<file path="src/rtl/alu_mul_seq_pkg.sv">
// Shared ALU package for the sequential multiplier.
// Holds the FSM state encoding, the default operand width, the iteration
// counter width and the fixed start-to-done latency.
package alu_mul_seq_pkg;

    localparam int ALU_WIDTH   = 16;
    localparam int ALU_CNT_W   = 5;
    localparam int MUL_LATENCY = ALU_WIDTH + 1;

    // Code 2'd3 is unused; the FSM treats it as IDLE.
    typedef enum logic [1:0] {
        ST_IDLE = 2'd0,
        ST_RUN  = 2'd1,
        ST_DONE = 2'd2
    } mul_state_t;

    // Start-to-done latency in cycles for a given operand width.
    function automatic int mul_latency(input int width);
        return width + 1;
    endfunction

endpackage

</file>
<file path="src/rtl/alu_mul_seq_if.sv">
// Request/result bundle between the ALU control and the multiplier.
//   start        : request pulse (master -> slave)
//   a, b         : unsigned operands (master -> slave)
//   res_lo/hi    : low/high product words (slave -> master)
//   busy, done   : status (slave -> master)
interface alu_mul_seq_if
    import alu_mul_seq_pkg::*;
#(
    parameter int WIDTH = ALU_WIDTH
);
    logic             start;
    logic [WIDTH-1:0] a;
    logic [WIDTH-1:0] b;
    logic [WIDTH-1:0] res_lo;
    logic [WIDTH-1:0] res_hi;
    logic             busy;
    logic             done;

    modport master (
        output start, a, b,
        input  res_lo, res_hi, busy, done
    );

    modport slave (
        input  start, a, b,
        output res_lo, res_hi, busy, done
    );
endinterface

</file>
<file path="src/rtl/alu_mul_dp.sv">
// Shift-and-add multiplier datapath.
// Holds the multiplicand, multiplier and the 2*WIDTH-bit accumulator.
//   clk, rst      : clock, synchronous active-high reset (clears all regs)
//   load          : capture a/b and clear the accumulator
//   step          : one conditional-add + right-shift iteration
//   a, b          : operands
//   acc_hi/acc_lo : current accumulator; holds the product after WIDTH steps
module alu_mul_dp #(
    parameter int WIDTH = 16
) (
    input  logic             clk,
    input  logic             rst,
    input  logic             load,
    input  logic             step,
    input  logic [WIDTH-1:0] a,
    input  logic [WIDTH-1:0] b,
    output logic [WIDTH-1:0] acc_hi,
    output logic [WIDTH-1:0] acc_lo
);
    logic [WIDTH-1:0] mcand_q;
    logic [WIDTH-1:0] mplier_q;
    logic [WIDTH-1:0] acc_hi_q;
    logic [WIDTH-1:0] acc_lo_q;
    logic [WIDTH-1:0] addend;
    logic [WIDTH:0]   sum;

    // The sum is one bit wider than acc_hi so the carry-out survives; it
    // becomes the MSB of acc_hi after the shift.
    assign addend = mplier_q[0] ? mcand_q : '0;
    assign sum    = {1'b0, acc_hi_q} + {1'b0, addend};

    always_ff @(posedge clk) begin
        if (rst) begin
            mcand_q  <= '0;
            mplier_q <= '0;
            acc_hi_q <= '0;
            acc_lo_q <= '0;
        end else if (load) begin
            mcand_q  <= a;
            mplier_q <= b;
            acc_hi_q <= '0;
            acc_lo_q <= '0;
        end else if (step) begin
            // {carry, acc_hi, acc_lo, mplier} >> 1
            acc_hi_q <= sum[WIDTH:1];
            acc_lo_q <= {sum[0], acc_lo_q[WIDTH-1:1]};
            mplier_q <= {acc_lo_q[0], mplier_q[WIDTH-1:1]};
        end
    end

    assign acc_hi = acc_hi_q;
    assign acc_lo = acc_lo_q;
endmodule

</file>
<file path="src/rtl/alu_mul_seq.sv">
// Multi-cycle unsigned shift-and-add multiplier (ALU unit).
// One start pulse launches WIDTH iterations; done pulses once with the
// 2*WIDTH-bit product on res_hi/res_lo, which then hold until the next result.
//   clk, rst : clock, synchronous active-high reset
//   bus      : slave side of alu_mul_seq_if (start, a, b, res_lo, res_hi,
//              busy, done)
module alu_mul_seq
    import alu_mul_seq_pkg::*;
#(
    parameter int WIDTH = ALU_WIDTH,
    parameter int CNT_W = ALU_CNT_W
) (
    input  logic           clk,
    input  logic           rst,
    alu_mul_seq_if.slave   bus
);
    if ((2 ** CNT_W) <= WIDTH) begin : g_cnt_check
        $error("CNT_W too small for WIDTH");
    end

    mul_state_t       state_q;
    mul_state_t       state_d;
    logic [CNT_W-1:0] cnt_q;
    logic             load;
    logic             step;
    logic             last;
    logic [WIDTH-1:0] acc_hi;
    logic [WIDTH-1:0] acc_lo;
    logic [WIDTH-1:0] res_lo_q;
    logic [WIDTH-1:0] res_hi_q;
    logic             done_q;

    assign last = (cnt_q == CNT_W'(WIDTH - 1));

    always_comb begin
        state_d = state_q;
        load    = 1'b0;
        step    = 1'b0;
        case (state_q)
            ST_IDLE: begin
                if (bus.start) begin
                    load    = 1'b1;
                    state_d = ST_RUN;
                end
            end
            ST_RUN: begin
                step = 1'b1;
                if (last) begin
                    state_d = ST_DONE;
                end
            end
            ST_DONE: state_d = ST_IDLE;
            default: state_d = ST_IDLE;
        endcase
    end

    // done is registered alongside the result so both appear on the same
    // cycle, one edge after the DONE state.
    always_ff @(posedge clk) begin
        if (rst) begin
            state_q  <= ST_IDLE;
            cnt_q    <= '0;
            res_lo_q <= '0;
            res_hi_q <= '0;
            done_q   <= 1'b0;
        end else begin
            state_q <= state_d;
            done_q  <= (state_q == ST_DONE);
            if (load) begin
                cnt_q <= '0;
            end else if (step) begin
                cnt_q <= cnt_q + 1'b1;
            end
            if (state_q == ST_DONE) begin
                res_lo_q <= acc_lo;
                res_hi_q <= acc_hi;
            end
        end
    end

    alu_mul_dp #(
        .WIDTH (WIDTH)
    ) u_dp (
        .clk    (clk),
        .rst    (rst),
        .load   (load),
        .step   (step),
        .a      (bus.a),
        .b      (bus.b),
        .acc_hi (acc_hi),
        .acc_lo (acc_lo)
    );

    assign bus.res_lo = res_lo_q;
    assign bus.res_hi = res_hi_q;
    assign bus.done   = done_q;
    assign bus.busy   = (state_q == ST_RUN) || (state_q == ST_DONE);
endmodule

</file>
<file path="src/flat_wrapper.sv">
// flat-port wrapper written by rule: the top's interface ports become plain ports
module alu_mul_seq_flat import alu_mul_seq_pkg::*;
#(
    parameter int WIDTH = ALU_WIDTH,
    parameter int CNT_W = ALU_CNT_W
)
  (clk, rst, bus_start, bus_a, bus_b, bus_res_lo, bus_res_hi, bus_busy, bus_done);
  alu_mul_seq_if #(.WIDTH(WIDTH)) bus_i ();
  input  logic clk;
  input  logic rst;
  input wire logic [$bits(bus_i.start)-1:0] bus_start;
  input wire logic [$bits(bus_i.a)-1:0] bus_a;
  input wire logic [$bits(bus_i.b)-1:0] bus_b;
  output wire logic [$bits(bus_i.res_lo)-1:0] bus_res_lo;
  output wire logic [$bits(bus_i.res_hi)-1:0] bus_res_hi;
  output wire logic [$bits(bus_i.busy)-1:0] bus_busy;
  output wire logic [$bits(bus_i.done)-1:0] bus_done;
  assign bus_i.start = bus_start;
  assign bus_i.a = bus_a;
  assign bus_i.b = bus_b;
  assign bus_res_lo = bus_i.res_lo;
  assign bus_res_hi = bus_i.res_hi;
  assign bus_busy = bus_i.busy;
  assign bus_done = bus_i.done;
  alu_mul_seq #(.WIDTH(WIDTH), .CNT_W(CNT_W)) u_core (.clk(clk), .rst(rst), .bus(bus_i));
endmodule
</file>
<file path="config.mk">
export PLATFORM = sky130hd
export DESIGN_NAME = alu_mul_seq_flat
export DESIGN_NICKNAME = d
export VERILOG_FILES = /design/src/rtl/alu_mul_seq_pkg.sv /design/src/rtl/alu_mul_seq_if.sv /design/src/rtl/alu_mul_dp.sv /design/src/rtl/alu_mul_seq.sv /design/src/flat_wrapper.sv
export SDC_FILE = /design/constraint.sdc
export NUM_CORES = 1
export LEC_CHECK = 0
export ABC_AREA = 1
export CAP_MARGIN = 20
export CORE_ASPECT_RATIO = 0.9
export CORE_MARGIN = 5
export CORE_UTILIZATION = 55
export DETAILED_ROUTE_END_ITERATION = 16
export GPL_TIMING_DRIVEN = 0
export PLACE_DENSITY = 0.86
export SETUP_SLACK_MARGIN = 0.2
export SLEW_MARGIN = 40
export SYNTH_ARGS = -nofsm -noshare
export SYNTH_HDL_FRONTEND = slang
export SYNTH_SLANG_ARGS = --single-unit
</file>
<file path="constraint.sdc">
create_clock -name clk -period 2.4 [get_ports clk]
set_input_delay 0.72 -clock clk [delete_from_list [all_inputs] [get_ports clk]]
set_output_delay 0.72 -clock clk [all_outputs]
set_load 0.05 [all_outputs]
</file>
==> flow_summary_export.csv, run 1 <==
group,metric,value,unit
route,route.detailed.drc,0,
global_routing,aggregate_global_route_resource_usage,23.5,%
critical_path,cp_cell_sequence,"inv_1, ha_1, buf_2",
final_layout,fin_nets,859,
critical_path,crit_path_top_delay_cell,"sky130_fd_sc_hd__dfxtp_1",
critical_path,r2r-end,"u_core.u_dp.acc_hi[9]",
logic_synthesis,syn-mean-instance-area,6.86,µm²
critical_path,cp.arrival,1360,ps
cts,source_to_sink_clock_delay_at_the_later_pin_of_the_worst_skew_pair,370,ps
floorplanning,die_height,100,µm
floorplanning,number_of_primary_i_o_pins,69,
timing,timing_worst_slew_pin_value,612,ps
critical_path,worst-setup-path-type,"reg2out",
logic_synthesis,synthFlopType,"sky130_fd_sc_hd__dfxtp_1",
logic_synthesis,synth.lib_cells_used.distinct,31,
floorplanning,fp.dieW,110,µm
timing,number_of_max_slew_violations_in_the_final_report,0,
final_layout,layout.cell_area.non_filler,5970,µm²
floorplanning,design.core.area,8690,µm²
floorplanning,dieArea,11000,µm²
critical_path,critPathMaxFanout,4,
job,max_cap_check_violation_count,0,
global_routing,grt_first_pass_wirelength,20700,µm
cts,max-clock-path-buffers,2,
critical_path,cp-end-kind,"primary output",
route,drt-total-wl,12400,µm
critical_path,worst_r2r_startpoint,"u_core.u_dp.mplier_q[0]",
route,postRouteAntennaNets,0,
logic_synthesis,synth_seq_area_share,42.0,%
global_routing,gr-total-overflow,0,
critical_path,slowest_delay,360,ps
global_routing,grt_antenna_before_repair,0,
critical_path,crit_family,"flip-flops",
timing,worst_slew_margin_rel,59.2,%
hold_path,timing.hold.worst_endpoint,"u_core.u_dp.acc_lo[4]",
power_and_ir_drop,leakage_power_figure,2.98,nW
timing,rsz0062_at_grt,"true",
floorplanning,core.rowCount,32,
place,finalWeightedCongestion,0.871,
final_layout,synthToLayoutAreaGrowth,20.3,%
final_layout,area_taken_by_multi_input_logic_gates,2430,µm²
timing,clock_tree_skew_after_final_layout,10.4,ps
hold_path,hold_path_class,"reg2reg",
route,drtPass1Iterations,5,
timing,finalSetupTns,0,ps
timing,fin_ws,319,ps
logic_synthesis,synthesis.instances,723,
critical_path,worst-r2r-setup-slack,330,ps
timing,setup_viol_count_final,0,
logic_synthesis,ys_seq_elements,104,
route,vias,4712,
final_layout,post_route_cells_drive_above_1_share,7.94,%
logic_synthesis,syn-num-nets,781,
critical_path,critical_path.n_buffers_inverters,2,
global_routing,grt_start_max_net_pins,19,
hold_path,worst_hold_startpoint,"u_core.u_dp.acc_lo[5]",
place,area_after_dpl,5780,µm²
timing,final_period_minus_worst_setup_slack,2080,ps
outcome,result_of_the_run,"complete, no violations",
critical_path,setup.worst_path.start_class,"flip-flop",
timing,achievable-frequency,0.481,GHz
logic_synthesis,synthesis.area,4960,µm²
place,detailedPlace.worstSlack,-130,ps
power_and_ir_drop,pwr_density_cell,1060,nW/µm²
route,wl_per_cell,13.5,µm
final_layout,n_fill_cell,782,
cts,h-tree-depth,3,
power_and_ir_drop,vdd_ir_drop_max,0.000672,V
cts,cts_sink_count,104,
cts,post-cts-setup-buffer-count,0,
route,detail_route.iter0.violations,251,
logic_synthesis,async_reset_ff_share,0,%
cts,clock_tree.root_cell,"sky130_fd_sc_hd__clkbuf_8",
cts,tritoncts_clock_tree,"yes",
timing,min_period_over_period,86.7,%
place,placement.io_buffers,67,
critical_path,required,1680,ps
place,hpwl,9450,µm
final_layout,insertedDiodeCount,0,
cts,cts.clk_slew.worst_paths,110,ps
route,vias_per_cell,5.09,
final_layout,area.sequential,2080,µm²
final_layout,postLayoutCoreUtil,68.7,%
cts,number_of_buffers_created_by_cts,9,
hold_path,worst_hold_path.num_cells,2,
logic_synthesis,synth-edff-count,0,
critical_path,reg2regPathDepth,16,
logic_synthesis,synth-warning-count,0,
global_routing,vias_in_the_first_global_route,4533,
floorplanning,initial_core_util,57.1,%
timing,final_hold_viol_count,0,
-- power breakdown --
group	leakage [nW]	internal, W	switching (W)
Combinational	2.03	0.000837	0.00200
Clock	0.0994	0.000422	0.000650
Sequential	0.850	0.00215	0.000254
Total	2.98	0.00341	0.00290
-- stage by stage --
stage / std cells / power [W] / hold WS, ps
floorplan: 723 / 0.00445 / 442
finish: 925 / 0.00631 / 486
detailed placement: 909 / 0.00537 / 470
global placement: 909 / 0.00528 / 463
global route: 925 / 0.00675 / 507
CTS: 925 / 0.00632 / 486
-- kinds of logic after synthesis --
logic type                 after synthesis  share of synthesized area [%]
AOI/OAI and AO/OA                      113                           11.9
DFF                                    104                           42.0
and+or+nand+nor                        356                           29.4
buffers and inverters                  121                           9.66
xor gates and xnor gates                 6                           1.06
adders and majority gates               23                           5.95
-- synth_stat cells, types with 3 or more instances --
library cell	count	area, µm²
sky130_fd_sc_hd__inv_2	6	22.5
sky130_fd_sc_hd__o21ai_0	56	280
sky130_fd_sc_hd__inv_1	80	300
sky130_fd_sc_hd__a31oi_1	15	93.8
sky130_fd_sc_hd__dfxtp_1	104	2080
sky130_fd_sc_hd__xor2_1	5	43.8
sky130_fd_sc_hd__nor2_1	128	480
sky130_fd_sc_hd__clkbuf_1	18	67.6
sky130_fd_sc_hd__a21oi_1	37	185
sky130_fd_sc_hd__nand3_1	32	160
sky130_fd_sc_hd__nor3_2	3	30.0
sky130_fd_sc_hd__buf_2	14	70.1
sky130_fd_sc_hd__nand2_2	7	43.8
sky130_fd_sc_hd__nor3_1	7	35.0
sky130_fd_sc_hd__nand2_1	170	638
sky130_fd_sc_hd__ha_1	22	275
-- metal layers --
metal | share of wire [%] | global-route usage, % | up-vias
met2 | 48 | 39.3 | 134
met1 | 45 | 30.7 | 2133
met5 | 0 | 0 | -
li1 | - | - | 2428
met4 | 1.4 | 7.86 | 0
met3 | 5.6 | 3.99 | 17
-- cell usage in the layout (no fill, tap or decap), types with 6 or more instances in the layout --
master,instances
sky130_fd_sc_hd__nand2_1,167
sky130_fd_sc_hd__nor2_1,128
sky130_fd_sc_hd__dfxtp_1,103
sky130_fd_sc_hd__inv_1,80
sky130_fd_sc_hd__o21ai_0,56
sky130_fd_sc_hd__a21oi_1,37
sky130_fd_sc_hd__clkdlybuf4s50_1,33
sky130_fd_sc_hd__dlygate4sd2_1,33
sky130_fd_sc_hd__nand3_1,31
sky130_fd_sc_hd__ha_1,21
sky130_fd_sc_hd__clkbuf_1,16
sky130_fd_sc_hd__buf_2,15
sky130_fd_sc_hd__a31oi_1,15
sky130_fd_sc_hd__nand2_2,10
sky130_fd_sc_hd__clkbuf_8,10
sky130_fd_sc_hd__nor3_1,7
sky130_fd_sc_hd__inv_2,6
-- worst max path at each step --
stage | start | to | slack [ps] | cells after the start
global placement | u_core.u_dp.mplier_q[0] | u_core.u_dp.acc_hi[14] | -100 | 15
CTS | u_core.state_q[0] | bus_busy | 200 | 3
floorplan | u_core.u_dp.mplier_q[0] | u_core.u_dp.acc_hi[7] | 350 | 15
finish | u_core.state_q[0] | bus_busy | 320 | 3
detailed placement | u_core.u_dp.mplier_q[0] | u_core.u_dp.acc_hi[14] | -130 | 15
global route | u_core.u_dp.mplier_q[0] | u_core.u_dp.acc_hi[13] | 200 | 16
-- registers in the layout, indices dropped and copies added (netlist names) --
register,flops
u_core.u_dp.mplier_q,16
u_core.u_dp.acc_hi,16
u_core.state_q,2
u_core.bus.res_lo,16
u_core.cnt_q,5
u_core.u_dp.mcand_q,16
u_core.bus.res_hi,16
u_core.bus.done,1
u_core.u_dp.acc_lo,16
-- repair_timing --
action | in CTS | in global routing
pin swaps | 0 | 3
hold buffers | 0 | 0
setup endpoints to repair | 47 | 11
gates resized for setup | 42 | 12
-- worst reg2reg max path, stage by stage, from the launching register on --
cell	delay, ps
sky130_fd_sc_hd__dfxtp_2	340
sky130_fd_sc_hd__buf_6	140
sky130_fd_sc_hd__buf_8	140
sky130_fd_sc_hd__nand2_1	50
sky130_fd_sc_hd__inv_1	60
sky130_fd_sc_hd__ha_4	170
sky130_fd_sc_hd__fa_2	370
sky130_fd_sc_hd__nand2_1	70
sky130_fd_sc_hd__nand2_1	70
sky130_fd_sc_hd__nand3b_1	120
sky130_fd_sc_hd__nand2_2	90
sky130_fd_sc_hd__nand2_2	70
sky130_fd_sc_hd__nand2_1	50
sky130_fd_sc_hd__nand2_1	50
sky130_fd_sc_hd__nand3_1	80
sky130_fd_sc_hd__nand2_1	80
sky130_fd_sc_hd__inv_1	30
-- cell type report --
| cell class | count | area share, % |
|---|---|---|
| Multi-Input combinational cell | 498 | 40.7 |
| Tap cell | 119 | 2.50 |
| Clock inverter | 6 | 0.797 |
| Sequential cell | 104 | 34.9 |
| Inverter | 86 | 5.41 |
| Buffer | 35 | 2.94 |
| Clock buffer | 10 | 2.31 |
| Timing Repair Buffer | 67 | 10.5 |
No activity file was read; power rests on OpenSTA's default activity.
==> inputs of run 2 (changes only) <==
==> constraint.sdc (replaced) <==
create_clock -name clk -period 2 [get_ports clk]
set_input_delay 0.6 -clock clk [delete_from_list [all_inputs] [get_ports clk]]
set_output_delay 0.6 -clock clk [all_outputs]
set_load 0.05 [all_outputs]
==> flow_summary_export.csv, run 2 (synthesis gave the netlist of run 1 again) <==
group,metric,value,unit
critical_path,cp-end-kind,"flip-flop",
timing,final_hold_viol_count,0,
global_routing,aggregate_global_route_resource_usage,25.6,%
place,finalWeightedCongestion,0.889,
global_routing,grt_antenna_before_repair,0,
timing,final_period_minus_worst_setup_slack,2100,ps
final_layout,synthToLayoutAreaGrowth,34.1,%
power_and_ir_drop,switching_share,46.1,%
critical_path,worst-setup-path-type,"reg2reg",
timing,number_of_max_slew_violations_in_the_final_report,0,
place,placement.io_buffers,67,
hold_path,hold_path_class,"reg2reg",
timing,rsz0062_at_grt,"true",
route,wl_per_cell,15.1,µm
outcome,violations,"negative setup slack",
route,drtPass1Iterations,5,
place,hpwl,9580,µm
critical_path,required,2280,ps
timing,worst_slew_margin_rel,67.2,%
cts,source_to_sink_clock_delay_at_the_later_pin_of_the_worst_skew_pair,380,ps
route,drt-total-wl,14200,µm
place,post-place-cells,909,
final_layout,area.sequential,2090,µm²
timing,achievable-frequency,0.477,GHz
route,routed.top_layer,"met4",
cts,number_of_buffers_created_by_cts,9,
floorplanning,fp.dieW,110,µm
route,vias_per_cell,5.30,
route,routed-wl-met2,7330,µm
cts,h-tree-depth,3,
critical_path,reg2regPathDepth,16,
cts,cts.clk_slew.worst_paths,110,ps
critical_path,setup.worst_path.start_class,"flip-flop",
timing,timing_worst_slew_pin_value,492,ps
route,vias,4988,
floorplanning,design.core.area,8690,µm²
final_layout,area_taken_by_multi_input_logic_gates,2830,µm²
cts,tritoncts_clock_tree,"yes",
floorplanning,dieArea,11000,µm²
job,max_cap_check_violation_count,0,
route,routed-wl-met3,779,µm
final_layout,n_fill_cell,663,
final_layout,post_route_cells_drive_above_1_share,23.0,%
final_layout,final_common_cell,"sky130_fd_sc_hd__nand2_1",
final_layout,insertedDiodeCount,0,
route,wl_met1,5810,µm
power_and_ir_drop,overall_power_after_layout,0.00833,W
final_layout,post_layout_instance_count_excluding_filler_cells,942,
cts,hold_bufs_inserted_after_cts,0,
global_routing,grt_first_pass_wirelength,22500,µm
final_layout,postLayoutCoreUtil,76.6,%
final_layout,fin_nets,876,
power_and_ir_drop,power.internal,0.00449,W
floorplanning,core.rowCount,32,
critical_path,cp.arrival,2380,ps
cts,max-clock-path-buffers,2,
global_routing,gr-total-overflow,0,
power_and_ir_drop,leakage_power_figure,3.09,nW
timing,clock_tree_skew_after_final_layout,11.4,ps
floorplanning,initial_core_util,57.1,%
cts,cts_sink_count,104,
route,postRouteAntennaNets,0,
global_routing,grt_start_max_net_pins,20,
power_and_ir_drop,power.share.sequential,35.6,%
route,route.detailed.drc,0,
timing,min_period_over_period,105,%
hold_path,worst_hold_path.num_cells,2,
timing,setup_viol_count_final,5,
critical_path,critPathMaxFanout,5,
power_and_ir_drop,combinationalPowerShare,49.1,%
power_and_ir_drop,vdd_ir_drop_max,0.000907,V
floorplanning,number_of_primary_i_o_pins,69,
floorplanning,die_height,100,µm
route,detail_route.iter0.violations,286,
global_routing,vias_in_the_first_global_route,4837,
timing,fin_ws,-96.2,ps
final_layout,final_cell_mix,"sky130_fd_sc_hd__nand2_1, sky130_fd_sc_hd__nor2_1, sky130_fd_sc_hd__dfxtp_1, sky130_fd_sc_hd__inv_1, sky130_fd_sc_hd__o21ai_0",
power_and_ir_drop,pwr_density_cell,1250,nW/µm²
power_and_ir_drop,power.clock.fraction,15.3,%
outcome,result_of_the_run,"complete, but fails checks",
timing,hold-worst-slack,479,ps
power_and_ir_drop,total_switching_power,0.00384,W
cts,clock_tree.root_cell,"sky130_fd_sc_hd__clkbuf_8",
run 2: cell count changes in the layout (fill, tap and decap cells not counted), sizes merged:
cell           previous run  this run
dlygate4sd2              33         0
clkinv                    2         3
buf                      20        35
clkbuf                   26        29
clkdlybuf4s15             0        31
inv                      90        89
clkinvlp                  0         1
run 2: worst max-delay path, stage by stage, from the launching register on:
cell                        delay, ps
sky130_fd_sc_hd__dfxtp_2          340
sky130_fd_sc_hd__buf_8            120
sky130_fd_sc_hd__clkbuf_16        140
sky130_fd_sc_hd__nand2_4           60
sky130_fd_sc_hd__inv_4             30
sky130_fd_sc_hd__ha_4             160
sky130_fd_sc_hd__fa_2             380
sky130_fd_sc_hd__nand2_2           80
sky130_fd_sc_hd__nand2_2           60
sky130_fd_sc_hd__nand3b_1         130
sky130_fd_sc_hd__nand2_2          100
sky130_fd_sc_hd__nand2_2           90
sky130_fd_sc_hd__nand2_2           50
sky130_fd_sc_hd__nand2_2           70
sky130_fd_sc_hd__nand3_2           70
sky130_fd_sc_hd__nand2_1           80
sky130_fd_sc_hd__inv_1             40
run 2: power groups by stage:
stage | Sequential, W | Combinational (W) | Clock [W]
global route | 0.00302 | 0.00443 | 0.00137
floorplan | 0.00357 | 0.00180 | 0
CTS | 0.00293 | 0.00384 | 0.00128
detailed placement | 0.00293 | 0.00356 | 0
global placement | 0.00291 | 0.00348 | 0
finish | 0.00296 | 0.00409 | 0.00128
run 2: worst paths after layout:
| path | start | endpoint | slack [ps] |
|---|---|---|---|
| setup / recovery | u_core.u_dp.mplier_q[0] | u_core.u_dp.acc_hi[9] | -100 |
| setup reg to reg | u_core.u_dp.mplier_q[0] | u_core.u_dp.acc_hi[9] | -100 |
| hold / removal | u_core.u_dp.mplier_q[1] | u_core.u_dp.mplier_q[0] | 480 |
| hold reg to reg | u_core.u_dp.mplier_q[1] | u_core.u_dp.mplier_q[0] | 480 |
run 2: what timing repair did:
action                                  in CTS  in global routing
cloned                                       1                  0
buffers inserted                             8                  8
endpoints found under the setup margin      47                 33
gates resized for setup                    169                 57
hold endpoints to repair                     0                  0
pin swaps                                   31                 35
run 2: layout make-up:
| cell class | count | share of cell area, % |
|---|---|---|
| buffer | 35 | 2.93 |
| clock buffer | 9 | 1.86 |
| clock inverter | 7 | 0.959 |
| inverter | 86 | 5.04 |
| multi-input combinational | 498 | 42.5 |
| sequential | 104 | 31.3 |
| tap | 119 | 2.24 |
| timing repair buffer | 84 | 13.1 |
run 2: layer usage:
layer / vias up / track usage (%)
met4: 0 / 7.58
met5: - / 0
li1: 2455 / -
met2: 156 / 44.6
met1: 2351 / 32.2
met3: 26 / 4.63
run 2: through the flow:
step / setup WS (ps) / area (µm²) / setup TNS (ps)
6_report: -96.2 / 6660 / -201
5_1_grt: -179 / 6660 / -713
4_1_cts: -2.28 / 6420 / -2.28
3_5_place_dp: -178 / 5820 / -2140
3_3_place_gp: -151 / 5820 / -1430
2_1_floorplan: 104 / 5000 / 0
==> inputs of run 3 (changes only) <==
--- a/config.mk
+++ b/config.mk
@@ -6,7 +6,6 @@
 export NUM_CORES = 1
 export LEC_CHECK = 0
 export ABC_AREA = 1
-export CAP_MARGIN = 20
 export CORE_ASPECT_RATIO = 0.9
 export CORE_MARGIN = 5
 export CORE_UTILIZATION = 55
==> results of run 3 <==
No change in the layout: final DEF, timing and power equal those of run 2.
